[config.mk]
export PLATFORM = sky130hd
export DESIGN_NAME = mac_accumulator
export DESIGN_NICKNAME = d
export VERILOG_FILES = /design/src/rtl/mac_accumulator.sv
export SDC_FILE = /design/constraint.sdc
export NUM_CORES = 1
export LEC_CHECK = 0
export CORE_UTILIZATION = 40
export DETAILED_ROUTE_END_ITERATION = 8
export GPL_TIMING_DRIVEN = 0
export PLACE_DENSITY_LB_ADDON = 0.2
export SLEW_MARGIN = 20
export SYNTH_ARGS = -nofsm -noshare
export SYNTH_HDL_FRONTEND = slang
export SYNTH_SLANG_ARGS = --single-unit
[constraint.sdc]
create_clock -name clk -period 4.43 [get_ports clk]
set_input_delay 0.443 -clock clk [delete_from_list [all_inputs] [get_ports clk]]
set_output_delay 0.443 -clock clk [all_outputs]
set_load 0.05 [all_outputs]
[src/rtl/mac_accumulator.sv]
// Pipelined unsigned multiply-accumulate stage: operand register, Wallace-tree
// multiply, product register, dot-product accumulator and a valid/ready result port.

module wallace_mult (
  input  logic [7:0]  a,
  input  logic [7:0]  b,
  output logic [15:0] p
);

  localparam int W = 16;

  logic [W-1:0] pp [8];

  // 3:2 compressor on whole rows; the carry out of bit 15 is dropped because
  // the exact product always fits in 16 bits, so the reduction stays exact.
  function automatic logic [2*W-1:0] csa(input logic [W-1:0] x,
                                         input logic [W-1:0] y,
                                         input logic [W-1:0] z);
    logic [W-1:0] s;
    logic [W-1:0] c;
    s = x ^ y ^ z;
    c = ((x & y) | (x & z) | (y & z)) << 1;
    return {c, s};
  endfunction

  for (genvar i = 0; i < 8; i++) begin : g_pp
    assign pp[i] = b[i] ? (W'(a) << i) : '0;
  end

  logic [W-1:0] s1a, c1a, s1b, c1b;
  logic [W-1:0] s2a, c2a, s2b, c2b;
  logic [W-1:0] s3, c3;
  logic [W-1:0] s4, c4;

  // 8 rows -> 6 -> 4 -> 3 -> 2, then one carry-propagate add
  assign {c1a, s1a} = csa(pp[0], pp[1], pp[2]);
  assign {c1b, s1b} = csa(pp[3], pp[4], pp[5]);
  assign {c2a, s2a} = csa(s1a, c1a, s1b);
  assign {c2b, s2b} = csa(c1b, pp[6], pp[7]);
  assign {c3, s3}   = csa(s2a, c2a, s2b);
  assign {c4, s4}   = csa(s3, c3, c2b);

  assign p = s4 + c4;

endmodule

module mac_accumulator #(
  parameter int ACC_W = 24
) (
  input  logic             clk,
  input  logic             reset,
  input  logic             in_valid,
  output logic             in_ready,
  input  logic [7:0]       in_x,
  input  logic [7:0]       in_y,
  input  logic             in_last,
  output logic             out_valid,
  input  logic             out_ready,
  output logic [ACC_W-1:0] out_acc,
  output logic [7:0]       out_count,
  output logic             out_ovf
);

  localparam int DATA_W = 8;
  localparam int PROD_W = 2 * DATA_W;
  localparam int CNT_W  = 8;

  typedef enum logic {RUN, HOLD} state_t;

  state_t state, state_nxt;

  function automatic logic [CNT_W-1:0] sat_inc(input logic [CNT_W-1:0] c);
    return (c == {CNT_W{1'b1}}) ? c : c + 1'b1;
  endfunction

  function automatic logic [ACC_W:0] acc_add(input logic [ACC_W-1:0] a,
                                             input logic [PROD_W-1:0] p);
    return {1'b0, a} + {{(ACC_W + 1 - PROD_W){1'b0}}, p};
  endfunction

  logic stall;
  logic accept;

  assign stall    = out_valid & ~out_ready;
  assign in_ready = ~stall;
  assign accept   = in_valid & in_ready;

  // ---- stage p0: operand register ----
  logic [DATA_W-1:0] x_p0, y_p0;
  logic              last_p0;
  logic              vld_p0;

  always_ff @(posedge clk) begin
    if (reset) vld_p0 <= 1'b0;
    else if (!stall) vld_p0 <= accept;
  end

  always_ff @(posedge clk) begin
    if (accept) begin
      x_p0    <= in_x;
      y_p0    <= in_y;
      last_p0 <= in_last;
    end
  end

  logic [PROD_W-1:0] prod_p0;

  wallace_mult u_mult (
    .a (x_p0),
    .b (y_p0),
    .p (prod_p0)
  );

  // ---- stage p1: product register ----
  logic [PROD_W-1:0] prod_p1;
  logic              last_p1;
  logic              vld_p1;

  always_ff @(posedge clk) begin
    if (reset) vld_p1 <= 1'b0;
    else if (!stall) vld_p1 <= vld_p0;
  end

  always_ff @(posedge clk) begin
    if (!stall) begin
      prod_p1 <= prod_p0;
      last_p1 <= last_p0;
    end
  end

  // ---- stage p2: accumulator and result register ----
  logic [ACC_W-1:0] acc_p2;
  logic [CNT_W-1:0] cnt_p2;
  logic             ovf_p2;

  logic             acc_en;
  logic             term;
  logic [ACC_W:0]   sum_p2;
  logic [CNT_W-1:0] cnt_nxt;
  logic             ovf_nxt;

  assign acc_en  = ~stall & vld_p1;
  assign term    = acc_en & last_p1;
  assign sum_p2  = acc_add(acc_p2, prod_p1);
  assign cnt_nxt = sat_inc(cnt_p2);
  assign ovf_nxt = ovf_p2 | sum_p2[ACC_W];

  // A terminating term restarts the running sum in the same edge it is reported.
  always_ff @(posedge clk) begin
    if (reset) begin
      acc_p2 <= '0;
      cnt_p2 <= '0;
      ovf_p2 <= 1'b0;
    end else if (acc_en) begin
      if (last_p1) begin
        acc_p2 <= '0;
        cnt_p2 <= '0;
        ovf_p2 <= 1'b0;
      end else begin
        acc_p2 <= sum_p2[ACC_W-1:0];
        cnt_p2 <= cnt_nxt;
        ovf_p2 <= ovf_nxt;
      end
    end
  end

  always_ff @(posedge clk) begin
    if (reset) begin
      out_acc   <= '0;
      out_count <= '0;
      out_ovf   <= 1'b0;
    end else if (term) begin
      out_acc   <= sum_p2[ACC_W-1:0];
      out_count <= cnt_nxt;
      out_ovf   <= ovf_nxt;
    end
  end

  always_ff @(posedge clk) begin
    if (reset) state <= RUN;
    else       state <= state_nxt;
  end

  // HOLD with out_ready low is a stall, so term cannot fire there.
  always_comb begin
    state_nxt = state;
    out_valid = (state == HOLD);
    case (state)
      RUN:     if (term) state_nxt = HOLD;
      HOLD:    if (out_ready && !term) state_nxt = RUN;
      default: state_nxt = RUN;
    endcase
  end

endmodule

Word-level counts from Yosys, hierarchy flattened
Cells that the tools add are included.
Storage, ports and cells
  logic and storage cells: 85
  output and inout port bits: 35
  register bits: 103
Operators by class
  equality and inequality tests: 1
  reduce and logical (&&, ||, !) cells: 2
  bitwise gates (word level): 50
  $add $sub $neg: 3
  mux-type cells: 15
Operators with widths (count)
  15-bit bitwise AND: 18
  15-bit OR: 12
  16-bit XOR: 8
  24-bit by 16-bit adder with 25-bit output: 1
  24-bit two-way mux: 1
  8-bit two-way mux: 3
  16-bit adder: 1
  16-bit by 10-bit XOR with 16-bit output: 1
  16-bit by 13-bit XOR with 16-bit output: 1
  16-bit by 14-bit XOR with 16-bit output: 1
  16-bit by 15-bit XOR with 16-bit output: 1
  15-bit two-way mux: 1
  14-bit two-way mux: 1
  13-bit two-way mux: 1
  12-bit two-way mux: 1
  11-bit two-way mux: 1
  10-bit two-way mux: 1
  9-bit two-way mux: 1
  8-bit by 1-bit adder with 8-bit output, second input constant: 1
  8-bit equality test, second input constant: 1
  1-bit bitwise AND: 4
  1-bit two-way mux: 3
  1-bit NOT: 3
  1-bit case mux with 2 select lines: 1
  3 further kinds: 3

Depth between registers and ports, before layout
Gate-level depths: netlist of run 1.
  word-level depth: 14
  mapped depth: 17
  mapped depth without buffers: 17

Modules after synthesis
From an unflattened synthesis of run 1, not the netlist that was laid out.
Unflattened totals
  cells, all modules: 657
  area total of the unflattened synthesis: 6556.3 um^2
By module, submodules not included
  mac_accumulator: sequential area each 2402.3 um^2, cells an instance 452, area each 4657.0 um^2, instances 1
  wallace_mult: sequential area each 0.0 um^2, cells an instance 205, area each 1899.3 um^2, instances 1

Worst setup path before layout of run 1
Ideal clock, no wire load.
  path kind: reg-to-reg
  from: reg x_p0[4]
  to: reg prod_p1[15] (data pin)
  slack: -0.200 ns
  arrival time: 4.373 ns
  path buffers: 0
  setup time: 0.258 ns
  stages on the path, launching flop included: 16
  path through: edfxtp_1 and2_1 fa_1 inv_1 fa_1 fa_1 fa_1 inv_1 ha_1 a21o_1 a21oi_1 o21ai_1 or4_1 a31o_2 a21oi_1 xnor2_1
Between the ends
  longest elaborated chain between the ends: 14
  elaborated cells on any way between the ends: 51
  classes of those cells: 1 x add/sub; 8 x mux; 42 x bitwise
Ends and longest elaborated chain
  from (decl): RTL line 89  | logic [DATA_W-1:0] x_p0, y_p0;
  from (signal assigned): RTL line 100  | x_p0 <= in_x;
  8-bit two-way mux (tied with other cells): RTL line 27  | assign pp[i] = b[i] ? (W'(a) << i) : '0;
  15-bit bitwise AND: RTL line 22  | c = ((x & y) | (x & z) | (y & z)) << 1;
  15-bit OR (2 in a row): RTL line 22
  15-bit bitwise AND: RTL line 22
  15-bit OR (2 in a row): RTL line 22
  15-bit bitwise AND: RTL line 22
  15-bit OR (2 in a row): RTL line 22
  15-bit bitwise AND: RTL line 22
  15-bit OR (2 in a row): RTL line 22
  16-bit adder (*): RTL line 43  | assign p = s4 + c4;
  net prod_p0[15]: RTL line 106  | logic [PROD_W-1:0] prod_p0;
  to (signal assigned): RTL line 126  | prod_p1 <= prod_p0;
  to (decl): RTL line 115  | logic [PROD_W-1:0] prod_p1;
Mark *: on every way through the listed nets, which the timed path passes. The rest lies on a longest branch.
A chain may end at the register's enable or synchronous reset.

Worst setup path in the final report of run 1
  from: reg y_p0[3]
  to: reg prod_p1[15] (data pin)
Between the ends
  longest elaborated chain between the ends: 13
  elaborated cells on any way between the ends: 33
  classes of those cells: 1 x add/sub; 1 x mux; 31 x bitwise
Ends and longest elaborated chain
  from (decl): RTL line 89
  from (signal assigned): RTL line 101  | y_p0 <= in_y;
  11-bit two-way mux (*): RTL line 27
  16-bit XOR / 15-bit bitwise AND (equally long branches): RTL line 21, 22
  16-bit by 13-bit XOR with 16-bit output / 15-bit OR (equally long branches): RTL line 21, 22
  15-bit bitwise AND / 15-bit OR (equally long branches): RTL line 22
  15-bit OR / 16-bit by 14-bit XOR with 16-bit output (equally long branches): RTL line 22, 21
  15-bit OR / 16-bit by 15-bit XOR with 16-bit output (equally long branches): RTL line 22, 21
  15-bit bitwise AND: RTL line 22
  15-bit OR (2 in a row): RTL line 22
  15-bit bitwise AND: RTL line 22
  15-bit OR (2 in a row): RTL line 22
  16-bit adder (*): RTL line 43
  net prod_p0[15]: RTL line 106
Marks and branches as above.

==> flow_summary.yaml, run 1 <==
timing:
  setup_slack_ns: -0.186
  clock_skew_ns: 0.00769
  slew_violations: 0
  clock.fmax_mhz: 217
  tightest_slew_ns: 1.03
  period_minus_slack_ns: 4.62
  whs_ns: 0.420
  setup_viol: 2
  rsz0062_at_grt: "yes"
  relSlewSlack_pct: 30.8
  hold_viol_final: 0
  post-route-period-util_pct: 104
synth:
  synth_area_leaders: "dfxtp_1 (21%), edfxtp_1 (16%), fa_1 (12%)"
  synth_fp_nets: 752
  yosys.cell_types.count: 62
  synth_top_area_share_pct: 21.5
  ys_seq_area_share_pct: 37.3
  ys.flop_type: "dfxtp_1"
  synth_top_area_cell: "dfxtp_1"
  synth.avg_cell_area_um2: 9.91
  synthCells: 649
  yosysWarningCount: 0
  ys_ff_latch: 103
  synth_area_um2: 6430
  ys_async_sr_fraction_pct: 0
  synth_edf_count: 34
worst_setup_path:
  path_buf_inv: 2
  slowest_stage: "fa_1"
  reg2reg_depth: 15
  crit_family: "adder cells"
  cp-start-kind: "flip-flop"
  crit_path_frequent_cell: "fa_1"
  worstPathCellList: "and2_4, fa_1, inv_1, fa_1, fa_1, fa_1, inv_2, ha_4, a21o_1, a21oi_4, o21ai_2, or4_4, a31o_4, a21oi_2, xnor2_1"
  r2r-start: "y_p0[3]"
  startpoint: "y_p0[3]"
  cp_max_fo: 6
  reg2reg_slack_ns: -0.19
  cp-end-kind: "flip-flop"
  worstReg2RegEnd: "prod_p1[15]"
  required_ns: 4.53
  worstSetupPathType: "flip-flop to flip-flop"
  critPathMaxStageDelay_ns: 0.54
  worstPathArrival_ns: 4.72
  crit_cells: 15
  critPathCapture: "prod_p1[15]"
die:
  start_util_pct: 41.7
  io-pin-count: 56
  core_um2: 15400
  die_x_um: 129
  dieArea_um2: 16600
  die_h_um: 129
  fp-row-count: 45
cts:
  cts_buffer_depth: 2
  cts-root-buf: "clkbuf_16"
  cts_tree: "done"
  clk_latency_ns: 0.35
  ctsHoldBuffers: 0
  numCtsBuffers: 9
  h-tree-depth: 3
  clkTransAtPathRegs_ns: 0.07
  cts.sink_count: 103
power_and_ir_drop:
  powerDensity_nw_per_um2: 417
  cellLeakagePower_uw: 0.00323
  vdd_drop_max_mv: 0.242
global_route:
  grt_overflow_total: 0
  grt_max_degree: 25
  grt_pass1_vias: 4943
  antenna_found_initial: 0
  grt_pass1_wl_mm: 23.8
  grt_usage_pct: 18.5
drt:
  viasPerCell: 5.13
  drtIter0Drc: 192
  post_drt_wl_per_cell_um: 15.1
  drtPass1Iterations: 4
  via_count: 4922
  drc: 0
  antenna_left: 0
  drt-total-wl_mm: 14.4
final_layout:
  finalNetCount: 846
  drive_gt1_share_pct: 13.2
  finalNonFillerCells: 959
  area_delta_synth_final_pct: 23.7
  fill_cells: 1420
  diodes: 0
worst_hold_path:
  hold_class: "flip-flop to flip-flop"
status:
  status: "complete, but fails checks"
  failed_checks: "setup timing"
flow_run:
  cap_violations: 0
placed_design:
  io_buffer_count: 54
  gp_congestion: 0.875
  hpwl_mm: 11.0
  dp_cells: 914
  pre_cts_slack_ns: -0.331
-- registers in the layout, indices dropped and copies added, names as in the netlist --
name and flops:
cnt_p2 8, vld_p0 1, y_p0 8, last_p1 1, out_count 8, out_valid 1
out_ovf 1, ovf_p2 1, x_p0 8, vld_p1 1, out_acc 24, last_p0 1
prod_p1 16, acc_p2 24
-- through the flow --
| step | utilization, % | power (µW) | setup TNS, ns | cell area (µm²) |
|---|---|---|---|---|
| global route | 51.6 | 3540 | -0.618 | 7960 |
| detailed placement | 47.2 | 2260 | -0.429 | 7280 |
| global placement | 47.2 | 2230 | -0.321 | 7280 |
| floorplan | - | 2010 | 0 | 6470 |
| finish | 51.6 | 3320 | -0.212 | 7960 |
| CTS | 51.1 | 3280 | -0.177 | 7890 |
-- worst register-to-register path, cell delays in order, from the launching register on --
cell      delay, ns
edfxtp_1       0.50
and2_4         0.22
fa_1           0.54
inv_1          0.06
fa_1           0.46
fa_1           0.51
fa_1           0.53
inv_2          0.05
ha_4           0.22
a21o_1         0.18
a21oi_4        0.15
o21ai_2        0.07
or4_4          0.43
a31o_4         0.23
a21oi_2        0.14
xnor2_1        0.09
-- power by group --
part	switching [µW]	internal [µW]
clock network	359	491
registers	47.9	1100
logic	712	607
-- worst min path at each step --
| stage | startpoint | end | slack (ns) | depth (start not counted) |
|---|---|---|---|---|
| global route | last_p0 | last_p1 | 0.43 | 0 |
| global placement | last_p0 | last_p1 | 0.41 | 0 |
| detailed placement | last_p0 | last_p1 | 0.41 | 0 |
| CTS | last_p0 | last_p1 | 0.42 | 0 |
| finish | last_p0 | last_p1 | 0.42 | 0 |
| floorplan | last_p0 | last_p1 | 0.40 | 0 |
-- synth_stat cells, types with 21 or more instances --
| cell type | count |
|---|---|
| and2_1 | 45 |
| nand2_1 | 71 |
| dfxtp_1 | 69 |
| nor2_1 | 47 |
| inv_1 | 43 |
| edfxtp_1 | 34 |
| xnor2_1 | 22 |
| ha_1 | 42 |
| o21ai_0 | 33 |
| a21oi_1 | 25 |
| fa_1 | 40 |
| a22o_1 | 21 |
-- placed cells by master, fill, tap and decap left out, drive strengths merged, types with 25 or more instances in the layout --
| master | n |
|---|---|
| nand2 | 71 |
| dfxtp | 69 |
| clkdlybuf4s50 | 54 |
| nor2 | 47 |
| and2 | 46 |
| inv | 46 |
| ha | 42 |
| fa | 40 |
| o21ai | 38 |
| edfxtp | 34 |
| buf | 33 |
| a21oi | 26 |
| clkbuf | 25 |
-- logic make-up after synthesis --
family                     synth area share, %
AOI/OAI and AO/OA                         14.5
and+or+nand+nor                           17.7
buffers and inverters                     4.14
DFF                                       37.3
adders and majority gates                 20.6
muxes                                     1.13
xor gates and xnor gates                  4.49
-- routing by layer --
metal | vias up | GRT usage (%) | part of all wire, %
met3 | 18 | 3.78 | 4.7
met4 | 0 | 6.16 | 2.0
met2 | 111 | 32.2 | 48
met1 | 2342 | 22.9 | 45
li1 | 2451 | - | -
met5 | - | 0 | 0
-- cell type report --
class	count	area (µm²)	share of cell area [%]
multi-input combinational	485	3930	49.3
sequential	103	2400	30.2
timing repair buffer	83	777	9.76
clock buffer	11	264	3.32
tap	211	264	3.32
inverter	43	161	2.03
buffer	18	105	1.32
clock inverter	5	58.8	0.739
-- repair_timing --
item,in CTS,in global routing
gates resized for setup,21,10
buffers inserted,26,3
pin swaps,30,16
endpoints found under the setup margin,3,4
(Power assumes the default switching activity.)
==> inputs of run 2 (changes only) <==
Settings changed: SLEW_MARGIN 20 to not set.
==> results of run 2 <==
No change in the layout: final DEF, timing and power equal those of run 1.
